## config.mk

```make
export PLATFORM = sky130hd
export DESIGN_NAME = traffic_light_monitor
export DESIGN_NICKNAME = d
export VERILOG_FILES = /design/src/rtl/traffic_pkg.sv /design/src/rtl/tl_dwell_counter.sv /design/src/rtl/traffic_light_monitor.sv
export SDC_FILE = /design/constraint.sdc
export NUM_CORES = 1
export LEC_CHECK = 0
export ABC_AREA = 1
export CORE_ASPECT_RATIO = 1.1
export CORE_MARGIN = 8
export CORE_UTILIZATION = 40
export CTS_BUF_LIST = sky130_fd_sc_hd__clkbuf_4
export CTS_CLUSTER_DIAMETER = 150
export DETAILED_ROUTE_END_ITERATION = 16
export MAX_ROUTING_LAYER = met4
export SLEW_MARGIN = 30
export SYNTH_ARGS = -nofsm -noshare
export SYNTH_HDL_FRONTEND = slang
export SYNTH_SLANG_ARGS = --single-unit
export TNS_END_PERCENT = 20
```

## constraint.sdc

```tcl
create_clock -name clk -period 1.8 [get_ports clk]
set_clock_uncertainty 0.15 [all_clocks]
set_input_delay 0.45 -clock clk [delete_from_list [all_inputs] [get_ports clk]]
set_output_delay 0.45 -clock clk [all_outputs]
set_load 0.05 [all_outputs]
```

## src/rtl/traffic_pkg.sv

```systemverilog
// Shared types for the traffic-light monitor: FSM phases, cur_phase encodings
// and the decoded lamp-pattern classes.
package traffic_pkg;

    typedef enum logic [2:0] {
        IDLE   = 3'd0,
        ALLRED = 3'd1,
        NS_GO  = 3'd2,
        EW_GO  = 3'd3,
        FAULT  = 3'd4
    } phase_e;

    typedef enum logic [1:0] {
        PAT_NSG    = 2'd0,
        PAT_EWG    = 2'd1,
        PAT_ALLRED = 2'd2,
        PAT_BAD    = 2'd3
    } pattern_e;

    localparam logic [1:0] CP_IDLE  = 2'b00;
    localparam logic [1:0] CP_NS    = 2'b01;
    localparam logic [1:0] CP_EW    = 2'b10;
    localparam logic [1:0] CP_FAULT = 2'b11;

    // A direction is well-formed only when exactly one of its lamps is lit.
    function automatic pattern_e decode_pattern(
        input logic ns_red,
        input logic ns_green,
        input logic ew_red,
        input logic ew_green
    );
        pattern_e pat;
        if ((ns_green && ew_green) || (ns_red == ns_green) || (ew_red == ew_green)) begin
            pat = PAT_BAD;
        end else if (ns_green) begin
            pat = PAT_NSG;
        end else if (ew_green) begin
            pat = PAT_EWG;
        end else begin
            pat = PAT_ALLRED;
        end
        return pat;
    endfunction

    function automatic logic [1:0] phase_to_cp(input phase_e ph);
        logic [1:0] cp;
        case (ph)
            NS_GO:   cp = CP_NS;
            EW_GO:   cp = CP_EW;
            FAULT:   cp = CP_FAULT;
            default: cp = CP_IDLE;
        endcase
        return cp;
    endfunction

endpackage

```

## src/rtl/tl_dwell_counter.sv

```systemverilog
// Saturating dwell counter: load forces 1, inc adds 1 until all-ones.
module tl_dwell_counter #(
    parameter int CNT_W = 8
) (
    input  logic             clk,
    input  logic             reset,
    input  logic             load,
    input  logic             inc,
    output logic [CNT_W-1:0] count
);

    logic [CNT_W-1:0] count_reg;
    logic [CNT_W-1:0] count_next;

    always_comb begin
        count_next = count_reg;
        if (load) begin
            count_next = {{(CNT_W-1){1'b0}}, 1'b1};
        end else if (inc && (count_reg != {CNT_W{1'b1}})) begin
            count_next = count_reg + 1'b1;
        end
    end

    always_ff @(posedge clk or posedge reset) begin
        if (reset) begin
            count_reg <= '0;
        end else begin
            count_reg <= count_next;
        end
    end

    assign count = count_reg;

endmodule

```

## src/rtl/traffic_light_monitor.sv

```systemverilog
// Passive monitor on the traffic-light lamp bus: classifies patterns, tracks green
// dwell, flags unsafe patterns (sticky), short/over-long greens and counts green phases.
module traffic_light_monitor
    import traffic_pkg::*;
#(
    parameter int MIN_GREEN = 4,
    parameter int MAX_GREEN = 16,
    parameter int CNT_W     = 8
) (
    input  logic             clk,
    input  logic             reset,
    input  logic             NS_red,
    input  logic             NS_green,
    input  logic             EW_red,
    input  logic             EW_green,
    output logic             fault,
    output logic             short_green,
    output logic             stuck_green,
    output logic [CNT_W-1:0] phase_cnt,
    output logic [CNT_W-1:0] last_green_len,
    output logic [1:0]       cur_phase
);

    localparam logic [CNT_W-1:0] MIN_G = CNT_W'(MIN_GREEN);
    localparam logic [CNT_W-1:0] MAX_G = CNT_W'(MAX_GREEN);

    pattern_e         pattern;
    phase_e           state_reg, state_next;
    logic [CNT_W-1:0] dwell;
    logic             dwell_load, dwell_inc;

    logic             in_green, next_green, changing;
    logic             green_exit, green_entry, stuck_hit;

    logic             partial_reg, partial_next;
    logic             fault_reg, fault_next;
    logic             short_green_reg, short_green_next;
    logic             stuck_green_reg, stuck_green_next;
    logic [CNT_W-1:0] phase_cnt_reg, phase_cnt_next;
    logic [CNT_W-1:0] last_green_len_reg, last_green_len_next;
    logic [1:0]       cur_phase_reg, cur_phase_next;

    tl_dwell_counter #(
        .CNT_W (CNT_W)
    ) u_dwell (
        .clk   (clk),
        .reset (reset),
        .load  (dwell_load),
        .inc   (dwell_inc),
        .count (dwell)
    );

    always_comb begin
        pattern = decode_pattern(NS_red, NS_green, EW_red, EW_green);

        // FAULT is absorbing; otherwise the next state simply mirrors the pattern.
        state_next = state_reg;
        if (state_reg != FAULT) begin
            case (pattern)
                PAT_BAD: state_next = FAULT;
                PAT_NSG: state_next = NS_GO;
                PAT_EWG: state_next = EW_GO;
                default: state_next = ALLRED;
            endcase
        end

        in_green    = (state_reg == NS_GO) || (state_reg == EW_GO);
        next_green  = (state_next == NS_GO) || (state_next == EW_GO);
        changing    = (state_next != state_reg);
        green_exit  = in_green && changing && (state_next != FAULT);
        green_entry = next_green && changing;
        // dwell is compared before its update, so this fires as it becomes MAX+1.
        stuck_hit   = in_green && !changing && (dwell == MAX_G);

        dwell_load = changing && (state_next != FAULT);
        dwell_inc  = !changing && (state_reg != FAULT);

        partial_next        = partial_reg;
        phase_cnt_next      = phase_cnt_reg;
        last_green_len_next = last_green_len_reg;
        short_green_next    = 1'b0;
        stuck_green_next    = stuck_hit;

        if (green_exit) begin
            last_green_len_next = dwell;
            short_green_next    = (dwell < MIN_G) && !partial_reg;
            partial_next        = 1'b0;
        end
        if (green_entry) begin
            phase_cnt_next = phase_cnt_reg + 1'b1;
        end

        fault_next     = (state_next == FAULT);
        cur_phase_next = phase_to_cp(state_next);
    end

    always_ff @(posedge clk or posedge reset) begin
        if (reset) begin
            state_reg          <= IDLE;
            partial_reg        <= 1'b1;
            fault_reg          <= 1'b0;
            short_green_reg    <= 1'b0;
            stuck_green_reg    <= 1'b0;
            phase_cnt_reg      <= '0;
            last_green_len_reg <= '0;
            cur_phase_reg      <= CP_IDLE;
        end else begin
            state_reg          <= state_next;
            partial_reg        <= partial_next;
            fault_reg          <= fault_next;
            short_green_reg    <= short_green_next;
            stuck_green_reg    <= stuck_green_next;
            phase_cnt_reg      <= phase_cnt_next;
            last_green_len_reg <= last_green_len_next;
            cur_phase_reg      <= cur_phase_next;
        end
    end

    assign fault          = fault_reg;
    assign short_green    = short_green_reg;
    assign stuck_green    = stuck_green_reg;
    assign phase_cnt      = phase_cnt_reg;
    assign last_green_len = last_green_len_reg;
    assign cur_phase      = cur_phase_reg;

endmodule

```

After elaboration in Yosys (flattened, before gate mapping)
Index checks and enable logic that the tools add are counted.
{"block": "op_classes", "n_mux": 9, "n_reduce_logical": 18, "order_cmp": 1, "eq_ne": 14, "addsub": 2}
{"op": "$add A8 B1 Y8 const B", "count": 2}
{"op": "$mux W8", "count": 2}
{"op": "$eq A3 B2 Y1 const B", "count": 4}
{"op": "$logic_and A1 B1 Y1", "count": 10}
{"op": "$pmux W3 S3", "count": 1}
{"op": "$eq A8 B5 Y1 const B", "count": 1}
{"op": "$lt A8 B3 Y1 const B", "count": 1}
{"op": "$ne A8 B8 Y1 const B", "count": 1}
{"op": "$mux W2", "count": 3}
{"op": "$ne A3 B3 Y1 const B", "count": 2}
{"op": "$pmux W2 S3", "count": 1}
{"op": "$logic_or A1 B1 Y1", "count": 4}
{"op": "$eq A3 B3 Y1 const B", "count": 1}
{"op": "$mux W3", "count": 1}
{"op": "$ne A3 B3 Y1", "count": 1}
{"op": "$eq A1 B1 Y1", "count": 2}
{"op": "$eq A2 B1 Y1 const B", "count": 1}
{"op": "$eq A2 B2 Y1 const B", "count": 1}
{"op": "$logic_not A1 Y1", "count": 2}
{"op": "$logic_not A2 Y1", "count": 1}
{"op": "$reduce_bool A2 Y1", "count": 1}
{"op": "$mux W1", "count": 1}
{"block": "word_totals", "word_cells": 53, "register_bits": 33}

Depth between registers and ports, before layout
Gate-level depths: netlist of the first run.
{"block": "depth", "depth_word": 13, "mapped_depth": 17}

Modules after synthesis
From an unflattened synthesis of the first run, not the netlist that was laid out.
{"block": "hier_totals", "hier_cells": 222, "hier_area_um2": 1849.3}
{"module": "traffic_light_monitor", "cells_per_inst": 153, "n_inst": 1, "seq_area_each_um2": 626.9, "area_each_um2": 1341.3}
{"module": "tl_dwell_counter", "cells_per_inst": 69, "n_inst": 1, "seq_area_each_um2": 200.2, "area_each_um2": 508.0}

Least setup slack after synthesis of the first run
No wires, ideal clock.
{"block": "synth_path", "path_kind": "input to register", "start": "input port NS_green", "end": "register phase_cnt_reg[3] (netlist: phase_cnt[3])", "path_buffers": 0, "setup_slack_ns": -0.452, "required_ns": 1.532, "path_stages": 17, "setup_ns": 0.118, "t_arrival_ns": 1.984, "path_cell_list": "inv_1 nor2_1 o211a_1 o21ai_0 a21oi_1 inv_1 ha_1 inv_1 nand2_1 nand2_2 nand2_1 nand2_1 nand3_2 nand2_2 inv_1 nand2_1 nand2_1"}
{"block": "synth_between", "elab_chain_cells": 10, "elab_cells_between_ends": 16}
{"element": "start, declared", "line_no": "traffic_light_monitor.sv:13", "text": "input logic NS_green,"}
{"element": "$eq A1 B1 Y1 or $logic_and A1 B1 Y1 (tied branches)", "line_no": "traffic_pkg.sv:33", "text": "if ((ns_green && ew_green) || (ns_red == ns_green) || (ew_red == ew_green)) begin"}
{"element": "$logic_or A1 B1 Y1 (2 in series)", "line_no": "traffic_pkg.sv:33"}
{"element": "$mux W2 *", "line_no": "traffic_pkg.sv:33"}
{"element": "$eq A2 B1 Y1 (tied with other cells)", "line_no": "traffic_light_monitor.sv:59", "text": "case (pattern)"}
{"element": "$pmux W3 S3 *", "line_no": "traffic_light_monitor.sv:59"}
{"element": "$mux W3 *", "line_no": "traffic_light_monitor.sv:58", "text": "if (state_reg != FAULT) begin"}
{"element": "$eq A3 B2 Y1", "line_no": "traffic_light_monitor.sv:68", "text": "next_green = (state_next == NS_GO) || (state_next == EW_GO);"}
{"element": "$logic_or A1 B1 Y1", "line_no": "traffic_light_monitor.sv:68"}
{"element": "$logic_and A1 B1 Y1 *", "line_no": "traffic_light_monitor.sv:71", "text": "green_entry = next_green && changing;"}
{"element": "end signal, assigned", "line_no": "traffic_light_monitor.sv:113", "text": "phase_cnt_reg <= phase_cnt_next;"}
{"element": "end, declared", "line_no": "traffic_light_monitor.sv:39", "text": "logic [CNT_W-1:0] phase_cnt_reg, phase_cnt_next;"}
Every way passes the cells marked *; elsewhere a longest branch is shown, timed or not.
A chain may end at the register's enable or synchronous reset.

Worst setup path in the final report of the first run
{"block": "layout_path", "start": "input port NS_green", "end": "register u_dwell.count_reg[6] (netlist: u_dwell.count[6])"}
{"block": "layout_between", "elab_chain_cells": 12, "elab_cells_between_ends": 19}
{"element": "$eq A1 B1 Y1 or $logic_and A1 B1 Y1 (tied branches)", "line_no": "traffic_pkg.sv:33"}
{"element": "$logic_or A1 B1 Y1 (2 in series)", "line_no": "traffic_pkg.sv:33"}
{"element": "$mux W2 *", "line_no": "traffic_pkg.sv:33"}
{"element": "$eq A2 B1 Y1 (tied with other cells)", "line_no": "traffic_light_monitor.sv:59"}
{"element": "$pmux W3 S3 *", "line_no": "traffic_light_monitor.sv:59"}
{"element": "$mux W3 *", "line_no": "traffic_light_monitor.sv:58"}
{"element": "$ne A3 B3 Y1", "line_no": "traffic_light_monitor.sv:69", "text": "changing = (state_next != state_reg);"}
{"element": "$logic_not A1 Y1", "line_no": "traffic_light_monitor.sv:76", "text": "dwell_inc = !changing && (state_reg != FAULT);"}
{"element": "$logic_and A1 B1 Y1", "line_no": "traffic_light_monitor.sv:76"}
{"element": "$logic_and A1 B1 Y1", "line_no": "tl_dwell_counter.sv:19", "text": "end else if (inc && (count_reg != {CNT_W{1'b1}})) begin"}
{"element": "$reduce_bool A2 Y1 (no line)"}
{"element": "end signal, assigned", "line_no": "tl_dwell_counter.sv:28", "text": "count_reg <= count_next;"}
{"element": "end, declared", "line_no": "tl_dwell_counter.sv:12", "text": "logic [CNT_W-1:0] count_reg;"}
Marked as above.

==> results of run 1 <==
[tightest hold or removal path: stages]
cell and delay, ns:
clkdlybuf4s50_1 0.40, inv_1 0.07, buf_4 0.21
[cell usage after synthesis (2+ instances only)]
cell type and instances:
nand2_1 72, dfrtp_1 32, inv_1 32, nand3_1 25, nor2_1 13, nand4_1 11
xor2_1 8, ha_1 6, nand2_2 5, xnor2_1 5, nand3_2 3, nor3_1 3
o21ai_0 3, a21oi_1 2, buf_2 2, buf_6 2
[path summary, 6_finish.rpt]
| path | end | slack [ns] | cells past startpoint | startpoint |
|---|---|---|---|---|
| setup / recovery | u_dwell.count[6] | -0.30 | 17 | NS_green |
| hold / removal | u_dwell.count[3] | 0.27 | 3 | reset |
| setup reg to reg | u_dwell.count[6] | 0 | 10 | state_reg[0] |
| hold reg to reg | partial_reg | 0.31 | 2 | partial_reg |
| max in group asynchronous | cur_phase[0] | 0.96 | 3 | reset |
| min in group clk | partial_reg | 0.31 | 2 | partial_reg |
[layout make-up]
cell class | count | area (um^2) | share of cell area, %
sequential | 33 | 827 | 29.8
tap | 56 | 70.1 | 2.52
timing repair buffer | 55 | 704 | 25.4
multi-input combinational | 163 | 988 | 35.6
inverter | 32 | 130 | 4.69
clock buffer | 6 | 45.0 | 1.62
clock inverter | 2 | 10.0 | 0.361
[stage by stage]
stage / hold slack [ns] / power, uW / std cells / util, %
3_5_place_dp: 0.295 / 829 / 333 / 56.2
3_3_place_gp: 0.299 / 827 / 333 / 56.2
6_report: 0.270 / 1250 / 347 / 60.9
4_1_cts: 0.262 / 1270 / 346 / 60.3
5_1_grt: 0.284 / 1310 / 347 / 60.9
2_1_floorplan: 0.283 / 792 / 232 / -
[metal layers]
layer	GRT usage (%)	up-vias	wire (um)
met1	15.8	791	1980
met3	2.79	6	157
met5	-	-	0
li1	-	858	-
met4	5.37	0	73
met2	21.5	31	2080
[logic make-up after synthesis]
family / share of synthesized area (%)
and+or+nand+nor: 34.5
adders and majority gates: 4.05
buffers and inverters: 8.43
AOI/OAI and AO/OA: 2.29
DFF: 44.6
xor gates and xnor gates: 6.14
[cell usage in the layout (no fill, tap or decap), types with 2 or more instances in the layout]
cell	n
inv_1	29
nor2_1	9
clkinv_2	2
nand2_1	67
nand3_1	19
buf_6	5
buf_4	23
nor3_1	3
nand2_2	8
clkbuf_4	6
xnor2_1	5
buf_12	21
nand4_1	11
nand3_2	7
nand2_4	2
nand3_4	4
xor2_1	8
buf_2	3
dfrtp_1	32
ha_1	5
buf_8	2
nor2_2	4
[power by group through the flow]
stage	logic [uW]	clock network [uW]	registers, uW
2_1_floorplan	36.7	0	755
3_3_place_gp	71.7	0	755
3_5_place_dp	73.4	0	755
4_1_cts	86.4	440	741
5_1_grt	98.5	468	741
6_report	88.1	426	741
[repair_timing]
| item | CTS | global route |
|---|---|---|
| setup endpoints to repair | 33 | 30 |
| pin swaps | 12 | 9 |
| resized for setup | 43 | 7 |
| cloned | 2 | 0 |
| buffers inserted | 3 | 1 |
==> metrics.txt, run 1 <==
status complete, but fails checks; failing checks negative setup slack; largest net degree at the start of global routing 22; Syn. warnings 0; Pwr Density ~450 nW/um^2; initial antenna violation count 0; Synth top area share ~43%; Clk pwr share about 34%; P_int approximately 940 uW; syn_nets about 240; min Tclk post-route 2.10 ns; antenna viol nets, final 0; vias per inst ~4.9; part of the power in registers about three fifths; die area 7070 um^2; Critical Path Source Type primary input; nets@finish 302; setup slack after layout -0.302 ns; Rows 26; hpwl dp approximately 3.1 mm; Leakage roughly 0.0015 uW; cell taking the most area after synthesis dfrtp_1; switch share between 20% and 30%; CTS Root Cell clkbuf_4; DR vias around 1700; post-synthesis sequential area ratio between 40% and 50%; floorplan core area 4550 um^2; FMAX roughly 0.48 GHz; CP most frequent cell nand2_2; Post-synth EDFFs 0; top cells by area in the synthesized netlist dfrtp_1, nand2_1, nand3_1; number of global-route vias before repair 1587; Buffers on Ports 26; critical path arrival ~2.2 ns; Main synth FF type dfrtp_1; slowest stage delay, CP roughly 0.19 ns; gpl congestion just under 0.9; Crit path required time slightly below 2 ns; Slew Limit Headroom 76.7%; first-pass GRT wire length just over 7 mm; CP max-delay cell o211a_1; Initial DRC Count 74; max-slew violations 0; num ports 27; Worst-path clk slew around 0.11 ns; crit path capture type register; hold_buf cts 0; CP delay by family, top simple AND/OR/NAND/NOR gates; Yosys cell types 24; # fillers about 410; VDD IR max around 0.26 mV; crit path cell chain buf_8, nand2_1, o211a_1, o21ai_4, a21oi_2, inv_1, ha_2, inv_2, nand2_2, nand2_2, nand2_2, nand2_2, nand3_4, buf_6, nor2_8, nand3_2, nand2_1; Synth Register Bits 33; Mapped Area ~1900 um^2; H-tree levels 2; period utilisation layout 117%; clk_lat worst skew roughly 0.34 ns; die height roughly 90 um; CP bufs+invs 4; Total GRT Usage 13.3%; final wirelength around 4.3 mm; CP max FO 7; detailed-route DRC error count 0; Starting Density 40.7%; DP Area 2560 um^2; WS Path Type in -> reg; Ant. Diodes 0; fraction of layout cells with a size suffix above 1 33.0%; Slew @ Worst Pin around 0.35 ns; unrepaired setup endpoints after global routing yes; wire length per cell between 10 and 15 um; Die Span X 80.9 um; CTS tree built; Pre-Repair DR Iteration Count 4; Hold Violations, Final 0; synth-to-layout area growth 49.7%; Post-Syn Area per Cell roughly 8 um^2; TNS Setup -6.68 ns; Setup WS pre-CTS -1.21 ns; final setup vio count 30; Gate power share approximately 7.0%; hold crit path type in -> async; Synth Instances ~230; Remaining Overflow, GRT 0; maxcap violations 0; total clock sinks 33; Net Sw Power ~310 uW; clock buffer depth 2; Synth async-reset ratio 100%; Post-Layout Inst Area between 2000 and 3000 um^2; TritonCTS buffer count 5
(Power assumes the default switching activity.)
==> inputs of run 2 (changes only) <==
--- a/config.mk
+++ b/config.mk
@@ -11,8 +11,10 @@
 export CORE_UTILIZATION = 40
 export CTS_BUF_LIST = sky130_fd_sc_hd__clkbuf_4
 export CTS_CLUSTER_DIAMETER = 150
+export CTS_CLUSTER_SIZE = 10
 export DETAILED_ROUTE_END_ITERATION = 16
 export MAX_ROUTING_LAYER = met4
+export SKIP_LAST_GASP = 1
 export SLEW_MARGIN = 30
 export SYNTH_ARGS = -nofsm -noshare
 export SYNTH_HDL_FRONTEND = slang
==> metrics.txt, run 2 (same netlist as run 1, synthesis figures left out) <==
TNS Setup -7.04 ns (was -6.68 ns); max-slew violations 0 (unchanged); Slew Limit Headroom 76.7% (about the same); Crit path required time 1.93 ns (about the same); clock buffer depth 2 (unchanged); final wirelength 4.23 mm (was 4.29 mm); unrepaired setup endpoints after global routing yes (unchanged); failing checks negative setup slack (unchanged); hpwl dp 3.15 mm (unchanged); CTS Root Cell clkbuf_4 (unchanged); TritonCTS buffer count 5 (unchanged); Gate power share 6.9% (was 7.0%); Remaining Overflow, GRT 0 (unchanged); hold_buf cts 0 (unchanged); Leakage 0.00145 uW (was 0.00146 uW); period utilisation layout 117% (about the same); wire length per cell 12.2 um (was 12.4 um); Clk pwr share 34.0% (was 33.9%); final setup vio count 30 (unchanged); P_int 944 uW (about the same); gpl congestion 0.885 (unchanged); Net Sw Power 310 uW (about the same); leading cell types in the layout, fill and taps excluded nand2_1, dfrtp_1, inv_1 (unchanged); DR vias 1683 (was 1686); DP Area 2560 um^2 (unchanged); clk_lat worst skew 0.34 ns (about the same); detailed-route DRC error count 0 (unchanged); critical path arrival 2.24 ns (about the same); reg2reg setup slack 0 ns (about the same); Starting Density 40.7% (unchanged); min Tclk post-route 2.11 ns (was 2.10 ns); setup slack after layout -0.307 ns (was -0.302 ns); Critical Path Source Type primary input (unchanged); antenna viol nets, final 0 (unchanged); VDD IR max 0.257 mV (about the same); Pre-Repair DR Iteration Count 4 (unchanged); Hold WS 0.270 ns (about the same); CTS tree built (unchanged); Rows 26 (unchanged); Ant. Diodes 0 (unchanged); fraction of layout cells with a size suffix above 1 31.4% (was 33.0%); vias per inst 4.86 (about the same); H-tree levels 2 (unchanged); initial antenna violation count 0 (unchanged); crit path capture type register (unchanged); CP max FO 7 (unchanged); num ports 27 (unchanged); status complete, but fails checks (unchanged); nets@finish 301 (was 302); Post-Layout Inst Area 2740 um^2 (was 2780 um^2); Initial DRC Count 69 (was 74); switch share 24.7% (about the same); maxcap violations 0 (unchanged); Buffers on Ports 26 (unchanged); die area 7070 um^2 (unchanged); Slew @ Worst Pin 0.346 ns (was 0.347 ns); FMAX 0.475 GHz (was 0.476 GHz); Final Power 1250 uW (about the same); Pwr Density 458 nW/um^2 (was 452 nW/um^2); total clock sinks 33 (unchanged); commonest non-fill, non-tap cell in the layout nand2_1 (unchanged); die height 87.4 um (unchanged); Worst-path clk slew 0.11 ns (about the same); part of the power in registers 59.1% (about the same); first-pass GRT wire length 7.11 mm (was 7.22 mm); largest net degree at the start of global routing 22 (unchanged); hold crit path type in -> async (unchanged); WS Path Type in -> reg (unchanged); floorplan core area 4550 um^2 (unchanged); Die Span X 80.9 um (unchanged); synth-to-layout area growth 47.7% (was 49.7%); Hold Violations, Final 0 (unchanged); number of global-route vias before repair 1569 (was 1587); Total GRT Usage 13.1% (was 13.3%)
run 2: timing repair:
item / 4_1_cts / 5_1_grt
endpoints found under the setup margin: 33 / 30
pin swaps: 12 / 6
setup buffers: 3 / 0
cloned: 2 / 0
gates resized for setup: 38 / 4
run 2: critical path: stages:
cell     delay, ns
buf_8         0.11
nand2_1       0.07
o211a_1       0.19
o21ai_4       0.07
a21oi_2       0.13
inv_1         0.08
ha_2          0.19
inv_2         0.06
nand2_2       0.06
nand2_2       0.09
nand2_2       0.06
nand2_2       0.07
nand3_4       0.13
buf_6         0.16
nor2_8        0.17
nand3_2       0.08
nand2_1       0.07
run 2: final timing paths:
kind / start / end / cells past startpoint
max in group asynchronous: reset / cur_phase[0] / 3
min in group clk: partial_reg / partial_reg / 2
max reg2reg: state_reg[0] / u_dwell.count[6] / 10
max: NS_green / u_dwell.count[6] / 17
min: reset / u_dwell.count[3] / 3
min reg2reg: partial_reg / partial_reg / 2
run 2: metal layers:
metal	global-route usage, %	vias to the layer above	wire, um
met5	-	-	0
met1	15.8	780	1960
met4	5.37	0	72
met2	20.7	44	2010
met3	2.79	6	188
li1	-	853	-
run 2: cell type report:
class	instances	area, um^2
Fill cell	414	1820
Multi-Input combinational cell	163	971
Sequential cell	33	827
Timing Repair Buffer	54	686
Inverter	32	130
Tap cell	56	70.1
Clock buffer	6	45.0
Clock inverter	2	10.0
run 2: metrics by stage:
stage | std cells | setup slack (ns) | utilization [%]
CTS | 346 | -0.279 | 59.9
detailed placement | 333 | -1.21 | 56.2
floorplan | 232 | -0.407 | -
global placement | 333 | -1.15 | 56.2
global route | 346 | -0.429 | 60.1
finish | 346 | -0.307 | 60.1
run 2: power groups by stage:
stage | logic, uW | registers (uW) | clock network [uW]
after floorplan | 36.7 | 755 | 0
after global placement | 71.7 | 755 | 0
final | 87.1 | 741 | 426
after detailed placement | 73.4 | 755 | 0
after global routing | 97.4 | 741 | 468
after CTS | 85.9 | 741 | 440
==> inputs of run 3 (changes only) <==
--- a/config.mk
+++ b/config.mk
@@ -11,7 +11,7 @@
 export CORE_UTILIZATION = 40
 export CTS_BUF_LIST = sky130_fd_sc_hd__clkbuf_4
 export CTS_CLUSTER_DIAMETER = 150
-export CTS_CLUSTER_SIZE = 10
+export CTS_CLUSTER_SIZE = 8
 export DETAILED_ROUTE_END_ITERATION = 16
 export MAX_ROUTING_LAYER = met4
 export SKIP_LAST_GASP = 1
==> results of run 3 <==
Same layout as run 2: the final DEF is identical, and so are final timing and power.
